### config.mk
export PLATFORM = sky130hd
export DESIGN_NAME = incr_unit_flat
export DESIGN_NICKNAME = d
export VERILOG_FILES = /design/src/rtl/incr_unit_if.sv /design/src/rtl/incr_unit.sv /design/src/flat_wrapper.sv
export SDC_FILE = /design/constraint.sdc
export NUM_CORES = 1
export LEC_CHECK = 0
export BUFFER_PORTS_ARGS = -buffer_cell sky130_fd_sc_hd__buf_2
export CORE_ASPECT_RATIO = 0.5
export CORE_MARGIN = 2
export CORE_UTILIZATION = 41
export DETAILED_ROUTE_END_ITERATION = 10
export PLACE_DENSITY = 0.73
export RECOVER_POWER = 100
export SLEW_MARGIN = 5
export SYNTH_ARGS = -nofsm -noshare
export SYNTH_HDL_FRONTEND = slang
export SYNTH_SLANG_ARGS = --single-unit
export TNS_END_PERCENT = 30
### constraint.sdc
create_clock -name clk -period 3.84 [get_ports clk]
set_clock_uncertainty 0.1 [all_clocks]
set_input_delay 0.384 -clock clk [delete_from_list [all_inputs] [get_ports clk]]
set_output_delay 0.384 -clock clk [all_outputs]
set_load 0.01 [all_outputs]
### src/rtl/incr_unit_if.sv
// Memory-port and traversal handshake bundle for the Nock increment unit.
// The slave side is the unit itself; the master side is traversal plus memory.
interface incr_unit_if #(
  parameter int ADDR_WIDTH = 11,
  parameter int DATA_WIDTH = 64
);
  logic                  start;
  logic [ADDR_WIDTH-1:0] module_address;
  logic                  mem_ready;
  logic [DATA_WIDTH-1:0] read_data1;
  logic                  mem_execute;
  logic [ADDR_WIDTH-1:0] address1;
  logic [1:0]            mem_func;
  logic [DATA_WIDTH-1:0] write_data;
  logic                  module_finished;
  logic [3:0]            execute_return_sys_func;
  logic [3:0]            execute_return_state;
  logic [7:0]            error;

  modport master (
    output start, module_address,
    output mem_ready, read_data1,
    input  mem_execute, address1, mem_func,
    input  write_data, module_finished,
    input  execute_return_sys_func,
    input  execute_return_state, error
  );

  modport slave (
    input  start, module_address,
    input  mem_ready, read_data1,
    output mem_execute, address1, mem_func,
    output write_data, module_finished,
    output execute_return_sys_func,
    output execute_return_state, error
  );
endinterface

### src/rtl/incr_unit.sv
// Nock opcode-4 increment unit: read the stack cell, bump its atom
// operand, write it back, then hand control back to traversal.
module incr_unit #(
  parameter int ADDR_WIDTH = 11,
  parameter int NOUN_WIDTH = 28,
  parameter int TAG_WIDTH  = 8,
  parameter int DATA_WIDTH = TAG_WIDTH + 2 * NOUN_WIDTH
) (
  input logic        clk,
  input logic        rst,
  incr_unit_if.slave bus
);

  localparam int NW = NOUN_WIDTH;

  localparam logic [3:0] S_IDLE    = 4'd0;
  localparam logic [3:0] S_RD_REQ  = 4'd1;
  localparam logic [3:0] S_RD_WAIT = 4'd2;
  localparam logic [3:0] S_CHECK   = 4'd3;
  localparam logic [3:0] S_WR_REQ  = 4'd4;
  localparam logic [3:0] S_WR_WAIT = 4'd5;
  localparam logic [3:0] S_DONE    = 4'd6;
  localparam logic [3:0] S_FAIL    = 4'd7;
  localparam logic [3:0] S_HOLD    = 4'd8;

  localparam logic [3:0] SF_TRAVERSE = 4'd2;
  localparam logic [3:0] ST_POP      = 4'd2;
  localparam logic [3:0] SF_EXECUTE  = 4'd3;
  localparam logic [3:0] ST_ERROR    = 4'hF;

  localparam logic [NW-1:0] NIL    = '1;
  localparam logic [NW-1:0] NIL_M1 = {{(NW-1){1'b1}}, 1'b0};
  localparam logic [NW-1:0] OP_INC = NW'(4);

  logic [3:0]            state_q, state_d;
  logic [ADDR_WIDTH-1:0] addr_q, addr_d;
  logic [DATA_WIDTH-1:0] word_q, word_d;
  logic                  abort_q, abort_d;
  logic [7:0]            err_q, err_d;
  logic [3:0]            sf_q, sf_d;
  logic [3:0]            st_q, st_d;

  logic [NW-1:0] tel;
  logic [NW-1:0] hed;
  logic          tel_cell;
  logic          quit;
  logic          unused_tag;

  assign tel        = word_q[NW-1:0];
  assign hed        = word_q[2*NW-1:NW];
  assign tel_cell   = word_q[2*NW];
  assign unused_tag = ^word_q[DATA_WIDTH-1:2*NW+1];

  // Traversal dropping start mid-flight: finish the bus op, then go quiet.
  assign quit = abort_q | ~bus.start;

  always_comb begin
    state_d = state_q;
    addr_d  = addr_q;
    word_d  = word_q;
    abort_d = abort_q;
    err_d   = err_q;
    sf_d    = sf_q;
    st_d    = st_q;
    unique case (state_q)
      S_IDLE: begin
        abort_d = 1'b0;
        if (bus.start) begin
          addr_d  = bus.module_address;
          sf_d    = 4'd0;
          st_d    = 4'd0;
          state_d = S_RD_REQ;
        end
      end
      S_RD_REQ: begin
        abort_d = quit;
        state_d = S_RD_WAIT;
      end
      S_RD_WAIT: begin
        abort_d = quit;
        if (bus.mem_ready) begin
          word_d  = bus.read_data1;
          state_d = quit ? S_IDLE : S_CHECK;
        end
      end
      S_CHECK: begin
        if (quit) begin
          state_d = S_IDLE;
        end else if (hed != OP_INC) begin
          err_d   = 8'h03;
          state_d = S_FAIL;
        end else if (tel_cell) begin
          err_d   = 8'h01;
          state_d = S_FAIL;
        end else if (tel == NIL_M1) begin
          err_d   = 8'h02;
          state_d = S_FAIL;
        end else begin
          state_d = S_WR_REQ;
        end
        if (!quit && state_d == S_FAIL) begin
          sf_d = SF_EXECUTE;
          st_d = ST_ERROR;
        end
      end
      S_WR_REQ: begin
        abort_d = quit;
        state_d = S_WR_WAIT;
      end
      S_WR_WAIT: begin
        abort_d = quit;
        if (bus.mem_ready) begin
          if (quit) begin
            state_d = S_IDLE;
          end else begin
            sf_d    = SF_TRAVERSE;
            st_d    = ST_POP;
            state_d = S_DONE;
          end
        end
      end
      S_DONE, S_FAIL: state_d = S_HOLD;
      S_HOLD: begin
        if (!bus.start) begin
          err_d   = 8'h00;
          state_d = S_IDLE;
        end
      end
      default: state_d = S_IDLE;
    endcase
  end

  always_ff @(posedge clk) begin
    if (rst) begin
      state_q <= S_IDLE;
      addr_q  <= '0;
      word_q  <= '0;
      abort_q <= 1'b0;
      err_q   <= '0;
      sf_q    <= '0;
      st_q    <= '0;
    end else begin
      state_q <= state_d;
      addr_q  <= addr_d;
      word_q  <= word_d;
      abort_q <= abort_d;
      err_q   <= err_d;
      sf_q    <= sf_d;
      st_q    <= st_d;
    end
  end

  logic rd_req;
  logic wr_req;

  assign rd_req = (state_q == S_RD_REQ);
  assign wr_req = (state_q == S_WR_REQ);

  assign bus.mem_execute = rd_req | wr_req;
  assign bus.mem_func    = rd_req ? 2'd1 :
                           wr_req ? 2'd2 : 2'd0;
  assign bus.address1    = (rd_req | wr_req) ? addr_q : '0;
  // Result cell is a plain atom: flags cleared, tel slot parked at NIL.
  assign bus.write_data  = wr_req ?
    {TAG_WIDTH'(0), tel + NW'(1), NIL} : '0;

  assign bus.module_finished =
    (state_q == S_DONE) | (state_q == S_FAIL);
  assign bus.execute_return_sys_func = sf_q;
  assign bus.execute_return_state    = st_q;
  assign bus.error                   = err_q;

endmodule

### src/flat_wrapper.sv
// flat-port wrapper written by rule: the top's interface ports become plain ports
module incr_unit_flat 
#(
  parameter int ADDR_WIDTH = 11,
  parameter int NOUN_WIDTH = 28,
  parameter int TAG_WIDTH  = 8,
  parameter int DATA_WIDTH = TAG_WIDTH + 2 * NOUN_WIDTH
)
  (clk, rst, bus_start, bus_module_address, bus_mem_ready, bus_read_data1, bus_mem_execute, bus_address1, bus_mem_func, bus_write_data, bus_module_finished, bus_execute_return_sys_func, bus_execute_return_state, bus_error);
  incr_unit_if #(.ADDR_WIDTH(ADDR_WIDTH), .DATA_WIDTH(DATA_WIDTH)) bus_i ();
  input logic clk;
  input logic rst;
  input wire logic [$bits(bus_i.start)-1:0] bus_start;
  input wire logic [$bits(bus_i.module_address)-1:0] bus_module_address;
  input wire logic [$bits(bus_i.mem_ready)-1:0] bus_mem_ready;
  input wire logic [$bits(bus_i.read_data1)-1:0] bus_read_data1;
  output wire logic [$bits(bus_i.mem_execute)-1:0] bus_mem_execute;
  output wire logic [$bits(bus_i.address1)-1:0] bus_address1;
  output wire logic [$bits(bus_i.mem_func)-1:0] bus_mem_func;
  output wire logic [$bits(bus_i.write_data)-1:0] bus_write_data;
  output wire logic [$bits(bus_i.module_finished)-1:0] bus_module_finished;
  output wire logic [$bits(bus_i.execute_return_sys_func)-1:0] bus_execute_return_sys_func;
  output wire logic [$bits(bus_i.execute_return_state)-1:0] bus_execute_return_state;
  output wire logic [$bits(bus_i.error)-1:0] bus_error;
  assign bus_i.start = bus_start;
  assign bus_i.module_address = bus_module_address;
  assign bus_i.mem_ready = bus_mem_ready;
  assign bus_i.read_data1 = bus_read_data1;
  assign bus_mem_execute = bus_i.mem_execute;
  assign bus_address1 = bus_i.address1;
  assign bus_mem_func = bus_i.mem_func;
  assign bus_write_data = bus_i.write_data;
  assign bus_module_finished = bus_i.module_finished;
  assign bus_execute_return_sys_func = bus_i.execute_return_sys_func;
  assign bus_execute_return_state = bus_i.execute_return_state;
  assign bus_error = bus_i.error;
  incr_unit #(.ADDR_WIDTH(ADDR_WIDTH), .NOUN_WIDTH(NOUN_WIDTH), .TAG_WIDTH(TAG_WIDTH), .DATA_WIDTH(DATA_WIDTH)) u_core (.clk(clk), .rst(rst), .bus(bus_i));
endmodule
# [Yosys cells after proc, flatten, opt, wreduce, memory -nomap -nowiden]
# Cells that the tools add are included.
[classes] addsub=1 n_eq_ne=19 mux=30 bitwise=4 reduce_logical=13
[op_table] cell="$mux W56" n=1
[op_table] cell="$mux W4" n=12
[op_table] cell="$mux W8" n=5
[op_table] cell="$pmux W4 S8" n=1
[op_table] cell="$add A28 B1 Y28 const B" n=1
[op_table] cell="$eq A28 B28 Y1 const B" n=1
[op_table] cell="$ne A28 B3 Y1 const B" n=1
[op_table] cell="$pmux W4 S3" n=2
[op_table] cell="$eq A4 B3 Y1 const B" n=5
[op_table] cell="$pmux W8 S2" n=1
[op_table] cell="$ne A2 B2 Y1 const B" n=6
[op_table] cell="$mux W11" n=1
[op_table] cell="$mux W2" n=5
[op_table] cell="$eq A4 B2 Y1 const B" n=2
[op_table] cell="$reduce_and A4 Y1" n=2
[op_table] cell="$reduce_and A5 Y1" n=1
[op_table] cell="$eq A4 B1 Y1 const B" n=1
[op_table] cell="$eq A4 B4 Y1 const B" n=1
[op_table] cell="$logic_not A4 Y1" n=1
[op_table] cell="$ne A4 B1 Y1 const B" n=1
[op_table] cell="$reduce_and A2 Y1" n=2
[op_table] cell="$reduce_bool A2 Y1" n=2
[op_table] cell="$reduce_or A4 Y1" n=1
[op_table] cell="$mux W3" n=1
[op_table] cell="8 further kinds" n=10
[word_totals] register_bits=89 in_bits=79 out_inout_bits=95 wordCells=74

# [Depth between registers and ports, before layout]
[depth] depth_word=10 depth_mapped=7 ltp_nobuf=6

# [Least setup slack after synthesis]
# No wires, ideal clock.
[synth_path] kind="register to output" start="register u_core.state_q[1]" end="output port bus_address1[1]" t_arrival_ns=1.894 path_slack_ns=1.462 stages_incl_launch_ff=7 path_cell_list="dfxtp_1 -> nand2b_1 -> or3_1 -> inv_1 -> nor2_1 -> clkbuf_1 -> nor2b_1"
[synth_between] elab_chain_cells=3 word_cells_on_any_way=4 cone_classes="eq/ne: 2; mux: 1; bitwise: 1"
[synth_rtl] item="from (decl)" line_no="incr_unit.sv:35" text="logic [3:0] state_q, state_d;"
[synth_rtl] item="from (signal assigned)" line_no="incr_unit.sv:143" text="state_q <= state_d;"
[synth_rtl] item="$eq A4 B3 Y1" line_no="incr_unit.sv:157" text="assign wr_req = (state_q == S_WR_REQ);"
[synth_rtl] item="named net u_core.wr_req" line_no="incr_unit.sv:154" text="logic wr_req;"
[synth_rtl] item="$or A1 B1 Y1" line_no="incr_unit.sv:162" text="assign bus.address1 = (rd_req | wr_req) ? addr_q : '0;"
[synth_rtl] item="$mux W11" line_no="incr_unit.sv:162"
[synth_rtl] item="to (decl)" line_no="flat_wrapper.sv:18" text="output wire logic [$bits(bus_i.address1)-1:0] bus_address1;"
# The timed path passes the listed nets, and every way through them passes these cells.

# [Worst setup path after layout]
[layout_path] start="register u_core.state_q[1]" end="output port bus_address1[0]"
[layout_between] elab_chain_cells=3 word_cells_on_any_way=4 cone_classes="eq/ne: 2; mux: 1; bitwise: 1"
[layout_rtl] item="$eq A4 B1 Y1 / $eq A4 B3 Y1 (equally long branches)" line_no="incr_unit.sv:156, incr_unit.sv:157"
[layout_rtl] item="$or A1 B1 Y1 *" line_no="incr_unit.sv:162"
[layout_rtl] item="$mux W11 *" line_no="incr_unit.sv:162"
# Every way passes the cells marked *; elsewhere a longest branch is shown, timed or not.

==> results.json <==
{
  "port_buffers": 150,
  "die_w_um": 147,
  "rsz0062_at_grt": "false",
  "tns_ps": 0,
  "drc": 0,
  "antenna_found_initial": 0,
  "vias": 3865,
  "via_per_inst": 4.79,
  "fin_crit_sh_pct": 89.8,
  "routed_wl_um": 9760,
  "worst_slew_pin_slew_ps": 1970,
  "grt_overflow": 0,
  "netlist_top_cells_area": "dfxtp_1, nand2_1, a21oi_1, buf_4, nor2_1",
  "cts_sinks": 77,
  "intPower_mw": 1.42,
  "cp-end-kind": "primary output",
  "violations": "max-capacitance violations, max-slew violations",
  "arrival_ps": 2960,
  "swShare_pct": 26.8,
  "cts_tree": "yes",
  "final_util_pct": 48.1,
  "stdcell_area_mm2": 0.00485,
  "syn_inst": 567,
  "num_antenna_cells": 0,
  "num_rows": 26,
  "hpwl_um": 6980,
  "drive_gt1_share_pct": 17.8,
  "synth_cell_types": 49,
  "path_clk_slew_ps": 60,
  "p_leak_nw": 1.79,
  "postSynthAreaPerCell_um2": 7.41,
  "async_reset_ff_share_pct": 0,
  "worstSetupPathType": "register to primary output",
  "hold_viol_final": 0,
  "peakVddDrop_mv": 0.206,
  "grt_first_pass_wirelength_um": 15400,
  "grt_pass1_vias": 3424,
  "p_comb_share_pct": 14.0,
  "dpl_cell_area_mm2": 0.00467,
  "mostFrequentLayoutCell": "nand2_1",
  "gp_congestion": 0.848,
  "fmax_ghz": 0.290,
  "first_pass_iters": 4,
  "maxSlewHeadroom_pct": -31.1,
  "die-area_mm2": 0.0111,
  "synth_seq_cells": 77,
  "synth_top_area_share_pct": 36.7,
  "seq_area_frac_synth_pct": 36.7,
  "area_delta_synth_final_pct": 15.5,
  "maxSlewViolCount": 58,
  "finalSetupViolCount": 0,
  "switchingPower_uw": 519,
  "synth-edff-count": 0,
  "first_iter_violations": 156,
  "die_y_um": 75.6,
  "yosysTopAreaCell": "dfxtp_1",
  "hold_path_class": "primary input to register",
  "start_util_pct": 41.7,
  "io_pins": 174,
  "postCtsResizedCells": 0,
  "yosys_warnings": 0,
  "cts_setup_buffers": 0,
  "core_area_mm2": 0.0101,
  "insertion_delay_ps": 330,
  "status": "complete, but fails checks",
  "layout.nets": 743,
  "grt_usage_pct": 17.1,
  "power_per_cell_area_mw_per_mm2": 399,
  "power_frac_seq_pct": 45.8,
  "htreeDepth": 3,
  "worst-path-max-fanout": 30,
  "syn_area_mm2": 0.00420,
  "grt_max_degree": 58,
  "drv_cap": 1,
  "cts-buffers-inserted": 9,
  "power.share.clock_pct": 40.2,
  "post-route-min-period_ps": 3450,
  "ant_nets": 0,
  "cts_hold_buf": 0,
  "clockBufferDepth": 2,
  "total_power_mw": 1.94,
  "crit_path_start_kind": "register",
  "yosys_most_used_dff": "dfxtp_1",
  "worst_ep_required_time_ps": 3360,
  "reg2reg_setup_slack_ps": 790,
  "post_drt_wl_per_cell_um": 12.1,
  "final_cell_mix": "nand2_1, buf_2, a21oi_1",
  "cts-root-buf": "clkbuf_16"
}
cell families (layout without fill, tap and decap cells):
kind of cell	Yosys count	count (layout)	share of synthesized area [%]
buffers and inverters	97	182	14.0
other	1	16	0.0893
AND/OR/NAND/NOR	270	270	30.3
multiplexers	1	1	0.238
adder cells (fa/ha/maj)	2	2	0.596
flip-flops	77	77	36.7
AO/OA/AOI/OAI	94	94	12.8
XOR/XNOR	25	25	5.21
power groups by stage:
stage          combinational [mW]  clock (mW)  sequential, mW
6_report                    0.271       0.778           0.888
5_1_grt                     0.309       0.836           0.895
3_3_place_gp                0.270           0           0.903
3_5_place_dp                0.275           0           0.904
2_1_floorplan               0.240           0           0.881
4_1_cts                     0.276       0.804           0.887
sequential cells by signal, summed over array words and instances (netlist names):
signal and count:
u_core.abort_q 1, u_core.state_q 4, u_core.bus.execute_return_state 2, u_core.addr_q 11
u_core.bus.error 2, u_core.word_q 57
area by class of cell:
type / instances / area (um^2)
Clock buffer: 12 / 256
Clock inverter: 4 / 22.5
Fill cell: 1084 / 5230
Inverter: 12 / 45.0
Multi-Input combinational cell: 408 / 2100
Sequential cell: 77 / 1540
Tap cell: 140 / 175
Timing Repair Buffer: 154 / 706
path summary, 6_finish.rpt:
| check | start | to | cells past startpoint |
|---|---|---|---|
| max | u_core.state_q[1]$_SDFFE_PP0P_ | bus_address1[0] | 7 |
| min | bus_module_address[8] | u_core.addr_q[8]$_SDFFE_PP0P_ | 3 |
| max reg2reg | u_core.state_q[1]$_SDFFE_PP0P_ | u_core.word_q[15]$_SDFFE_PP0P_ | 4 |
| min reg2reg | u_core.addr_q[5]$_SDFFE_PP0P_ | u_core.addr_q[5]$_SDFFE_PP0P_ | 2 |
stage by stage:
step | instances | setup slack (ps) | hold slack (ps)
final | 807 | 392 | 189
after global routing | 807 | 27.9 | 189
after CTS | 807 | 377 | 175
after detailed placement | 791 | 748 | 342
after global placement | 791 | 873 | 338
after floorplan | 582 | 1460 | 331
synthesized netlist by cell type, types with 5 or more instances:
| library cell | n |
|---|---|
| buf_6 | 5 |
| and3_1 | 6 |
| nand2_1 | 147 |
| clkbuf_1 | 23 |
| nor2b_1 | 13 |
| xnor2_1 | 15 |
| nand3_1 | 10 |
| xor2_1 | 10 |
| dfxtp_1 | 77 |
| buf_4 | 49 |
| a21oi_1 | 81 |
| inv_1 | 12 |
| nand4_1 | 9 |
| nor4_1 | 15 |
| nor3_1 | 12 |
| buf_1 | 5 |
| nor2_1 | 35 |
per-layer routing:
metal  GRT usage (%)  up-vias  part of all wire, %
met3            4.67       12                  4.8
met1            21.0     1750                   47
met2            30.2       93                   47
li1                -     2010                    -
met5               0        -                    0
met4            5.02        0                  1.1
worst max-delay path, cell delays in order, from the launching register on:
cell and delay (ps):
dfxtp_1 600, nand2b_1 220, or3_1 120, buf_4 290, inv_1 350, nor2_1 740
nor2b_1 130, clkbuf_2 170
(Power assumes the default switching activity.)
